### src/rtl/imem_loader.sv
// imem_loader: writer side of the word-addressed instruction memory.
// Takes a byte stream (16-bit word count, then 32-bit words LSB first),
// writes each assembled word to consecutive addresses from 0, and raises
// cpu_run once the whole image is in memory.
// Optional feature: define CHECKSUM_EN to expect a trailing XOR byte after
// the last word; a mismatch ends the load in ERROR with err_csum set.
module imem_loader #(
  parameter int ADDR_W = 10,
  parameter int DEPTH  = 1024
) (
  input  logic              clk1,
  input  logic              rst_n,
  input  logic              start,
  input  logic              in_valid,
  input  logic [7:0]        in_data,
  output logic              in_ready,
  output logic              mem_we,
  output logic [ADDR_W-1:0] mem_addr,
  output logic [31:0]       mem_wdata,
  output logic [ADDR_W:0]   word_cnt,
  output logic              busy,
  output logic              done,
  output logic              cpu_run,
  output logic              err_ovf,
  output logic              err_csum
);

  typedef enum logic [2:0] {
    S_IDLE,
    S_HDR0,
    S_HDR1,
    S_DATA,
    S_WRITE,
`ifdef CHECKSUM_EN
    S_CSUM,
`endif
    S_DONE,
    S_ERROR
  } state_t;

  state_t              state_reg;
  state_t              state_next;

  logic [15:0]         len_reg;
  logic [1:0]          byte_idx_reg;
  logic [23:0]         asm_reg;
  logic [ADDR_W-1:0]   mem_addr_reg;
  logic [31:0]         mem_wdata_reg;
  logic [ADDR_W:0]     word_cnt_reg;
  logic                err_ovf_reg;

  logic                hs;
  logic [15:0]         len_hdr;
  logic [15:0]         cnt_plus1;
  logic                last_word;
  logic                clr;
  logic                set_ovf;

  // a byte moves only when both sides agree
  assign hs        = in_valid && in_ready;
  // full length as it would be once the HDR1 byte lands
  assign len_hdr   = {in_data, len_reg[7:0]};
  assign cnt_plus1 = 16'(word_cnt_reg) + 16'd1;
  assign last_word = (cnt_plus1 == len_reg);

`ifdef CHECKSUM_EN
  logic [7:0] csum_reg;
  logic       err_csum_reg;
  logic       set_csum;
`endif

  // state register; reset aborts any load in progress immediately
  always_ff @(posedge clk1 or negedge rst_n) begin
    if (!rst_n) begin
      state_reg <= S_IDLE;
    end else begin
      state_reg <= state_next;
    end
  end

  // next-state and state-decoded outputs
  always_comb begin
    state_next = state_reg;
    in_ready   = 1'b0;
    busy       = 1'b0;
    done       = 1'b0;
    mem_we     = 1'b0;
    clr        = 1'b0;
    set_ovf    = 1'b0;
`ifdef CHECKSUM_EN
    set_csum   = 1'b0;
`endif
    case (state_reg)
      S_IDLE, S_ERROR: begin
        if (start) begin
          clr        = 1'b1;
          state_next = S_HDR0;
        end
      end
      S_DONE: begin
        done = 1'b1;
        if (start) begin
          clr        = 1'b1;
          state_next = S_HDR0;
        end
      end
      S_HDR0: begin
        in_ready = 1'b1;
        busy     = 1'b1;
        if (hs) state_next = S_HDR1;
      end
      S_HDR1: begin
        in_ready = 1'b1;
        busy     = 1'b1;
        if (hs) begin
          if (len_hdr == 16'd0) begin
            state_next = S_DONE;
          end else if (len_hdr > 16'(DEPTH)) begin
            // rejecting here is what guarantees the address never wraps
            set_ovf    = 1'b1;
            state_next = S_ERROR;
          end else begin
            state_next = S_DATA;
          end
        end
      end
      S_DATA: begin
        in_ready = 1'b1;
        busy     = 1'b1;
        if (hs && byte_idx_reg == 2'd3) state_next = S_WRITE;
      end
      S_WRITE: begin
        mem_we = 1'b1;
        busy   = 1'b1;
        if (!last_word) begin
          state_next = S_DATA;
        end else begin
`ifdef CHECKSUM_EN
          state_next = S_CSUM;
`else
          state_next = S_DONE;
`endif
        end
      end
`ifdef CHECKSUM_EN
      S_CSUM: begin
        in_ready = 1'b1;
        busy     = 1'b1;
        if (hs) begin
          if (in_data == csum_reg) begin
            state_next = S_DONE;
          end else begin
            set_csum   = 1'b1;
            state_next = S_ERROR;
          end
        end
      end
`endif
      default: state_next = S_IDLE;
    endcase
  end

  // header capture, word assembly, write-port registers and word counter
  always_ff @(posedge clk1 or negedge rst_n) begin
    if (!rst_n) begin
      len_reg       <= '0;
      byte_idx_reg  <= '0;
      asm_reg       <= '0;
      mem_addr_reg  <= '0;
      mem_wdata_reg <= '0;
      word_cnt_reg  <= '0;
      err_ovf_reg   <= 1'b0;
    end else begin
      if (clr) begin
        len_reg      <= '0;
        byte_idx_reg <= '0;
        word_cnt_reg <= '0;
        err_ovf_reg  <= 1'b0;
      end
      if (state_reg == S_HDR0 && hs) len_reg[7:0]  <= in_data;
      if (state_reg == S_HDR1 && hs) len_reg[15:8] <= in_data;
      if (state_reg == S_DATA && hs) begin
        byte_idx_reg <= byte_idx_reg + 2'd1;
        case (byte_idx_reg)
          2'd0: asm_reg[7:0]   <= in_data;
          2'd1: asm_reg[15:8]  <= in_data;
          2'd2: asm_reg[23:16] <= in_data;
          default: begin
            // 4th byte: latch the write port so it holds outside WRITE
            mem_addr_reg  <= word_cnt_reg[ADDR_W-1:0];
            mem_wdata_reg <= {in_data, asm_reg};
          end
        endcase
      end
      if (state_reg == S_WRITE) word_cnt_reg <= word_cnt_reg + {{ADDR_W{1'b0}}, 1'b1};
      if (set_ovf) err_ovf_reg <= 1'b1;
    end
  end

`ifdef CHECKSUM_EN
  // running XOR over data bytes and sticky checksum error
  always_ff @(posedge clk1 or negedge rst_n) begin
    if (!rst_n) begin
      csum_reg     <= '0;
      err_csum_reg <= 1'b0;
    end else begin
      if (clr) begin
        csum_reg     <= '0;
        err_csum_reg <= 1'b0;
      end
      if (state_reg == S_DATA && hs) csum_reg <= csum_reg ^ in_data;
      if (set_csum) err_csum_reg <= 1'b1;
    end
  end
  assign err_csum = err_csum_reg;
`else
  assign err_csum = 1'b0;
`endif

  assign mem_addr  = mem_addr_reg;
  assign mem_wdata = mem_wdata_reg;
  assign word_cnt  = word_cnt_reg;
  assign err_ovf   = err_ovf_reg;
  // DONE is only reachable without an error, so release follows done
  assign cpu_run   = done;

endmodule
### config.mk
export PLATFORM = sky130hd
export DESIGN_NAME = imem_loader
export DESIGN_NICKNAME = d
export VERILOG_FILES = /design/src/rtl/imem_loader.sv
export SDC_FILE = /design/constraint.sdc
export NUM_CORES = 1
export LEC_CHECK = 0
export BUFFER_PORTS_ARGS = -buffer_cell sky130_fd_sc_hd__clkbuf_2
export CAP_MARGIN = 20
export CORE_ASPECT_RATIO = 0.8
export CORE_MARGIN = 10
export CORE_UTILIZATION = 35
export CTS_CLUSTER_SIZE = 28
export DETAILED_ROUTE_END_ITERATION = 12
export PLACE_DENSITY = 0.54
export RECOVER_POWER = 100
export SKIP_LAST_GASP = 1
export SLEW_MARGIN = 20
export SYNTH_ARGS = -nofsm -noshare
export SYNTH_HDL_FRONTEND = slang
export SYNTH_SLANG_ARGS = --single-unit
### constraint.sdc
create_clock -name clk1 -period 2.2 [get_ports clk1]
set_clock_uncertainty 0.05 [all_clocks]
set_input_delay 0.11 -clock clk1 [delete_from_list [all_inputs] [get_ports clk1]]
set_output_delay 0.11 -clock clk1 [all_outputs]
set_load 0.02 [all_outputs]
Yosys cells after proc, flatten, opt, wreduce, memory -nomap -nowiden
Cells that the tools add are included.
{"block": "classes", "n_reduce_logical": 22, "add_sub_neg": 3, "div_mod_pow": 0, "shift": 0, "n_eq_ne": 14, "order_cmp": 1, "bitwise_logic": 1, "mul": 0, "mux": 27}
{"operator": "2-to-1 mux 11 bit", "count": 2}
{"operator": "2-to-1 mux 3 bit", "count": 7}
{"operator": "== test 12 x 16 -> 1 bit", "count": 1}
{"operator": "> comparator 16 x 11 -> 1 bit, second input constant", "count": 1}
{"operator": "logical NOT 16 bit", "count": 1}
{"operator": "2-to-1 mux 16 bit", "count": 1}
{"operator": "2-to-1 mux 8 bit", "count": 2}
{"operator": "one-hot mux 3 bit (5 select lines)", "count": 1}
{"operator": "adder 11 x 1 -> 12 bit, second input constant", "count": 1}
{"operator": "2-to-1 mux 1 bit", "count": 12}
{"operator": "adder 11 x 1 -> 11 bit, second input constant", "count": 1}
{"operator": "nonzero test 2 bit", "count": 5}
{"operator": "== test 3 bit, second input constant", "count": 3}
{"operator": "OR reduction 3 bit", "count": 3}
{"operator": "AND reduction 2 bit", "count": 4}
{"operator": "== test 3 x 2 -> 1 bit, second input constant", "count": 2}
{"operator": "!= test 2 bit, second input constant", "count": 3}
{"operator": "logical AND 1 bit", "count": 5}
{"operator": "== test 2 bit, second input constant", "count": 2}
{"operator": "2-to-1 mux 2 bit", "count": 2}
{"operator": "AND reduction 4 bit", "count": 1}
{"operator": "OR reduction 4 bit", "count": 1}
{"operator": "== test 3 x 1 -> 1 bit, second input constant", "count": 1}
{"operator": "logical NOT 3 bit", "count": 1}
{"operator": "5 further kinds", "count": 5}
{"block": "word_totals", "latch_bits": 0, "register_bits": 99, "mem_bits_rw": 0, "input_bits": 12, "romBits": 0, "word_cells": 79, "output_inout_bits": 60, "mem_count": 0}

Longest topological paths before layout
{"block": "depth", "depth_word": 7, "ltp_mapped": 8}

Least setup slack after synthesis
No wires, ideal clock.
{"block": "synth_timing", "path_kind": "register -> register", "start": "reg word_cnt_reg[1], in the netlist word_cnt[1]", "end": "reg state_reg[1]", "period_less_slack_ns": 2.081, "stages_incl_launch_ff": 8, "required_time_ns": 2.010, "t_arrival_ns": 1.892, "setup_ns": 0.140, "path_slack_ns": 0.119, "path_cell_list": "dfrtp_1 > ha_1 > xnor2_1 > nand3_1 > a2111oi_1 > o2111ai_1 > a2111oi_2 > o211ai_1"}
{"block": "synth_via", "elab_chain_cells": 4}
{"element": "start, declared", "line": "49", "text": "logic [ADDR_W:0] word_cnt_reg;"}
{"element": "start signal, assigned", "line": "195", "text": "if (state_reg == S_WRITE) word_cnt_reg <= word_cnt_reg + {{ADDR_W{1'b0}}, 1'b1};"}
{"element": "adder 11 x 1 -> 12 bit", "line": "63", "text": "assign cnt_plus1 = 16'(word_cnt_reg) + 16'd1;"}
{"element": "== test 12 x 16 -> 1 bit", "line": "64", "text": "assign last_word = (cnt_plus1 == len_reg);"}
{"element": "2-to-1 mux 3 bit", "line": "135", "text": "if (!last_word) begin"}
{"element": "one-hot mux 3 bit (5 select lines)", "line": "93", "text": "case (state_reg)"}
{"element": "end signal, assigned", "line": "77", "text": "state_reg <= state_next;"}
{"element": "end, declared", "line": "41", "text": "state_t state_reg;"}
Every way passes these cells.
A chain may end at the register's enable or synchronous reset.

Worst setup path after layout
{"block": "layout_timing", "start": "reg word_cnt_reg[0], in the netlist word_cnt[0]", "end": "reg state_reg[1]"}
Same word-level chain as after synthesis.

==> impl_metrics.toml <==
[outcome]
outcome = "completed"

[timing]
finalCritPeriodShare_pct = 98.1
drv_slew = 0
max_slew_margin_pct = 28.7
hold_viol = 0
clock.fmax_ghz = 0.464
timing.hold.ws_ns = 0.0436
rsz0062_at_grt = "yes"
period_minus_slack_ns = 2.16
tightest_slew_ns = 1.07
setup_viol = 0

[setup_path]
worstSetupEndpointType = "register"
timing.rr.start = "word_cnt[0]"
worst_setup_path_start_kind = "register"
timing.rr.end = "state_reg[1]"
rr_worst_depth = 8
critical_path_arrival_ns = 2.32
critPathLaunch = "word_cnt[0]"
regToRegSetupSlack_ns = 0.04
worstSetupPathType = "register to register"
cp.required_ns = 2.36
cp_max_fo = 2

[power_and_ir_drop]
p_leak_uw = 0.00260
seqPwrFrac_pct = 40.5
p_per_area_nw_per_um2 = 1180
p_switching_uw = 2260
p_comb_share_pct = 32.5
switching_share_pct = 34.3
ir_drop_v = 0.000408
power_frac_clock_pct = 27.0
internal_power_uw = 4330

[synth]
synthAdderAreaFrac_pct = 1.37
yosys_warnings = 0
synthDistinctLibCells = 45
synthXorXnorAreaFrac_pct = 2.89
ys_seq_area_share_pct = 54.4
netlist_top_cells_area = "dfrtp_1 (54%), mux2_2 (16%), nand2_1 (4.1%), o21ai_0 (3.8%), xnor2_1 (1.7%)"
syn_area_um2 = 4550
synth_flop_cell = "dfrtp_1"
syn-num-nets = 415
synth_largest_area_cell = "dfrtp_1"
synth_top_family_by_area = "multiplexers"
syn_inst = 398
synth-edff-count = 0
synth_most_common_cell = "dfrtp_1"
synth-simple-area-share_pct = 10.9
syn_avg_cell_area_um2 = 11.4
synthMuxAreaShare_pct = 16.6
synth_async_sr_flop_share_pct = 100
ys_ff_latch = 99
ys_top_cells_by_count = "dfrtp_1 (99), mux2_2 (66), nand2_1 (50)"
synth-compound-area-share_pct = 10.0
synth_top_area_share_pct = 54.4

[final_layout]
largest_reg_flops = 32
areaGrowthSynthToFinish_pct = 22.8
seq_area_um2 = 2480
layout.cells.non_filler = 660
antenna_cells = 0
fin_nets = 497
multi_input_area_um2 = 2000
fillCellCount = 1250
drive_above_1_share_pct = 29.9

[global_route]
grt_max_degree = 64
grt-ovfl-total = 0
grt_pass1_vias = 3368
grt_pass1_wl_um = 18500
track_usage_pct = 13.0
antenna_found_initial = 0

[clock_network]
cts_tree = "yes"
clockBufferDepth = 2
clk_latency_ns = 0.35
h-tree-depth = 3
clock-sinks = 99
clk_pin_slew_ns = 0.06
root_buffer = "clkbuf_16"
cts_inserted_buffers = 9

[die]
placementRows = 37
start_util_pct = 35.6
core-area_um2 = 12800
ios = 72
die_w_um = 147
die_h_um = 122
die_area_um2 = 18000

[run]
max_cap_viol_count = 0

[routing]
wl_per_cell_um = 17.4
drtPass1Iterations = 5
drt-total-wl_um = 11500
drc = 0
drt_iter0_drc = 197
num_vias = 3311
viasPerCell = 5.02
ant_nets = 0

[place]
io_buffer_count = 70
dp_hpwl_um = 8160
place_congestion = 0.852
dp.cells = 642

[worst_hold_path]
holdPathStages = 3
worstHoldStart = "in_data[7]"
min_path_type = "input pin to register"
hold_end = "len_reg[7]"
==> cells by family (layout without fill, tap and decap cells) <==
logic type | count (synthesis) | after routing
AO/OA/AOI/OAI | 71 | 71
XOR/XNOR | 15 | 15
adder cells (fa/ha/maj) | 5 | 5
buffers and inverters | 35 | 122
flip-flops | 99 | 99
multiplexers | 67 | 67
other | 1 | 1
AND/OR/NAND/NOR | 105 | 105
==> cell usage in the layout (no fill, tap or decap), types with 4 or more instances in the layout <==
cell type,instances
nor4_1,4
xnor2_1,7
a21oi_1,7
inv_1,12
ha_1,4
clkbuf_16,9
xor2_1,6
nor2_1,14
nand4_1,4
clkbuf_2,26
clkbuf_1,48
dfrtp_1,97
o31ai_1,9
buf_4,18
nand2_1,49
nand2b_1,5
and2_1,4
and3_1,5
o21ai_0,35
mux2_2,66
==> metrics by stage <==
| stage | power [uW] | setup WS [ns] | util, % | TNS [ns] | cell area [um2] |
|---|---|---|---|---|---|
| floorplan | 4020 | 0.119 | - | 0 | 4550 |
| global placement | 4680 | 0.104 | 40.6 | 0 | 5190 |
| detailed placement | 4730 | 0.0367 | 40.6 | 0 | 5190 |
| CTS | 6540 | 0.0286 | 43.3 | 0 | 5540 |
| global route | 6990 | -0.0302 | 43.7 | -0.0302 | 5590 |
| finish | 6590 | 0.0428 | 43.7 | 0 | 5590 |
==> power groups by stage <==
stage	Clock [uW]	Combinational, uW	Sequential (uW)
global placement	0	2010	2670
CTS	1830	2050	2660
finish	1780	2140	2670
floorplan	0	1230	2790
global route	1890	2360	2740
detailed placement	0	2040	2690
==> worst max-delay path by stage <==
stage	endpoint	slack (ns)	cells after the start
final	state_reg[1]	0.04	8
after floorplan	state_reg[1]	0.12	7
after global placement	state_reg[1]	0.10	7
after global routing	state_reg[1]	-0.03	6
after CTS	state_reg[1]	0.03	7
after detailed placement	state_reg[1]	0.04	7
==> per-layer routing <==
metal	vias to the layer above	share of wire, %	track usage [%]	wire, um
met3	10	5.0	3.41	569
met1	1653	47	17.4	5380
met5	-	0	0	0
li1	1561	-	-	-
met4	0	1.3	4.57	148
met2	87	47	20.0	5380
==> critical path, cell delays in order, from the launching register on <==
cell and delay [ns]:
dfrtp_1 0.39, buf_6 0.12, ha_4 0.26, xnor2_2 0.11
nand3_2 0.11, a2111oi_4 0.23, o2111ai_2 0.22, a2111oi_4 0.39
o211ai_1 0.14
==> what timing repair did <==
item / CTS / global route
hold buffers: 1 / 0
hold endpoints to repair: 99 / 0
endpoints found under the setup margin: 0 / 3
resized for setup: 0 / 17
setup buffers: 0 / 1
==> layout make-up <==
cell class,instances,share of cell area [%]
clock inverter,4,1.77
timing repair buffer,94,9.07
multi-input combinational,264,35.8
tap,175,3.92
inverter,12,0.806
sequential,99,44.4
clock buffer,12,4.23
No activity file was read; power rests on OpenSTA's default activity.
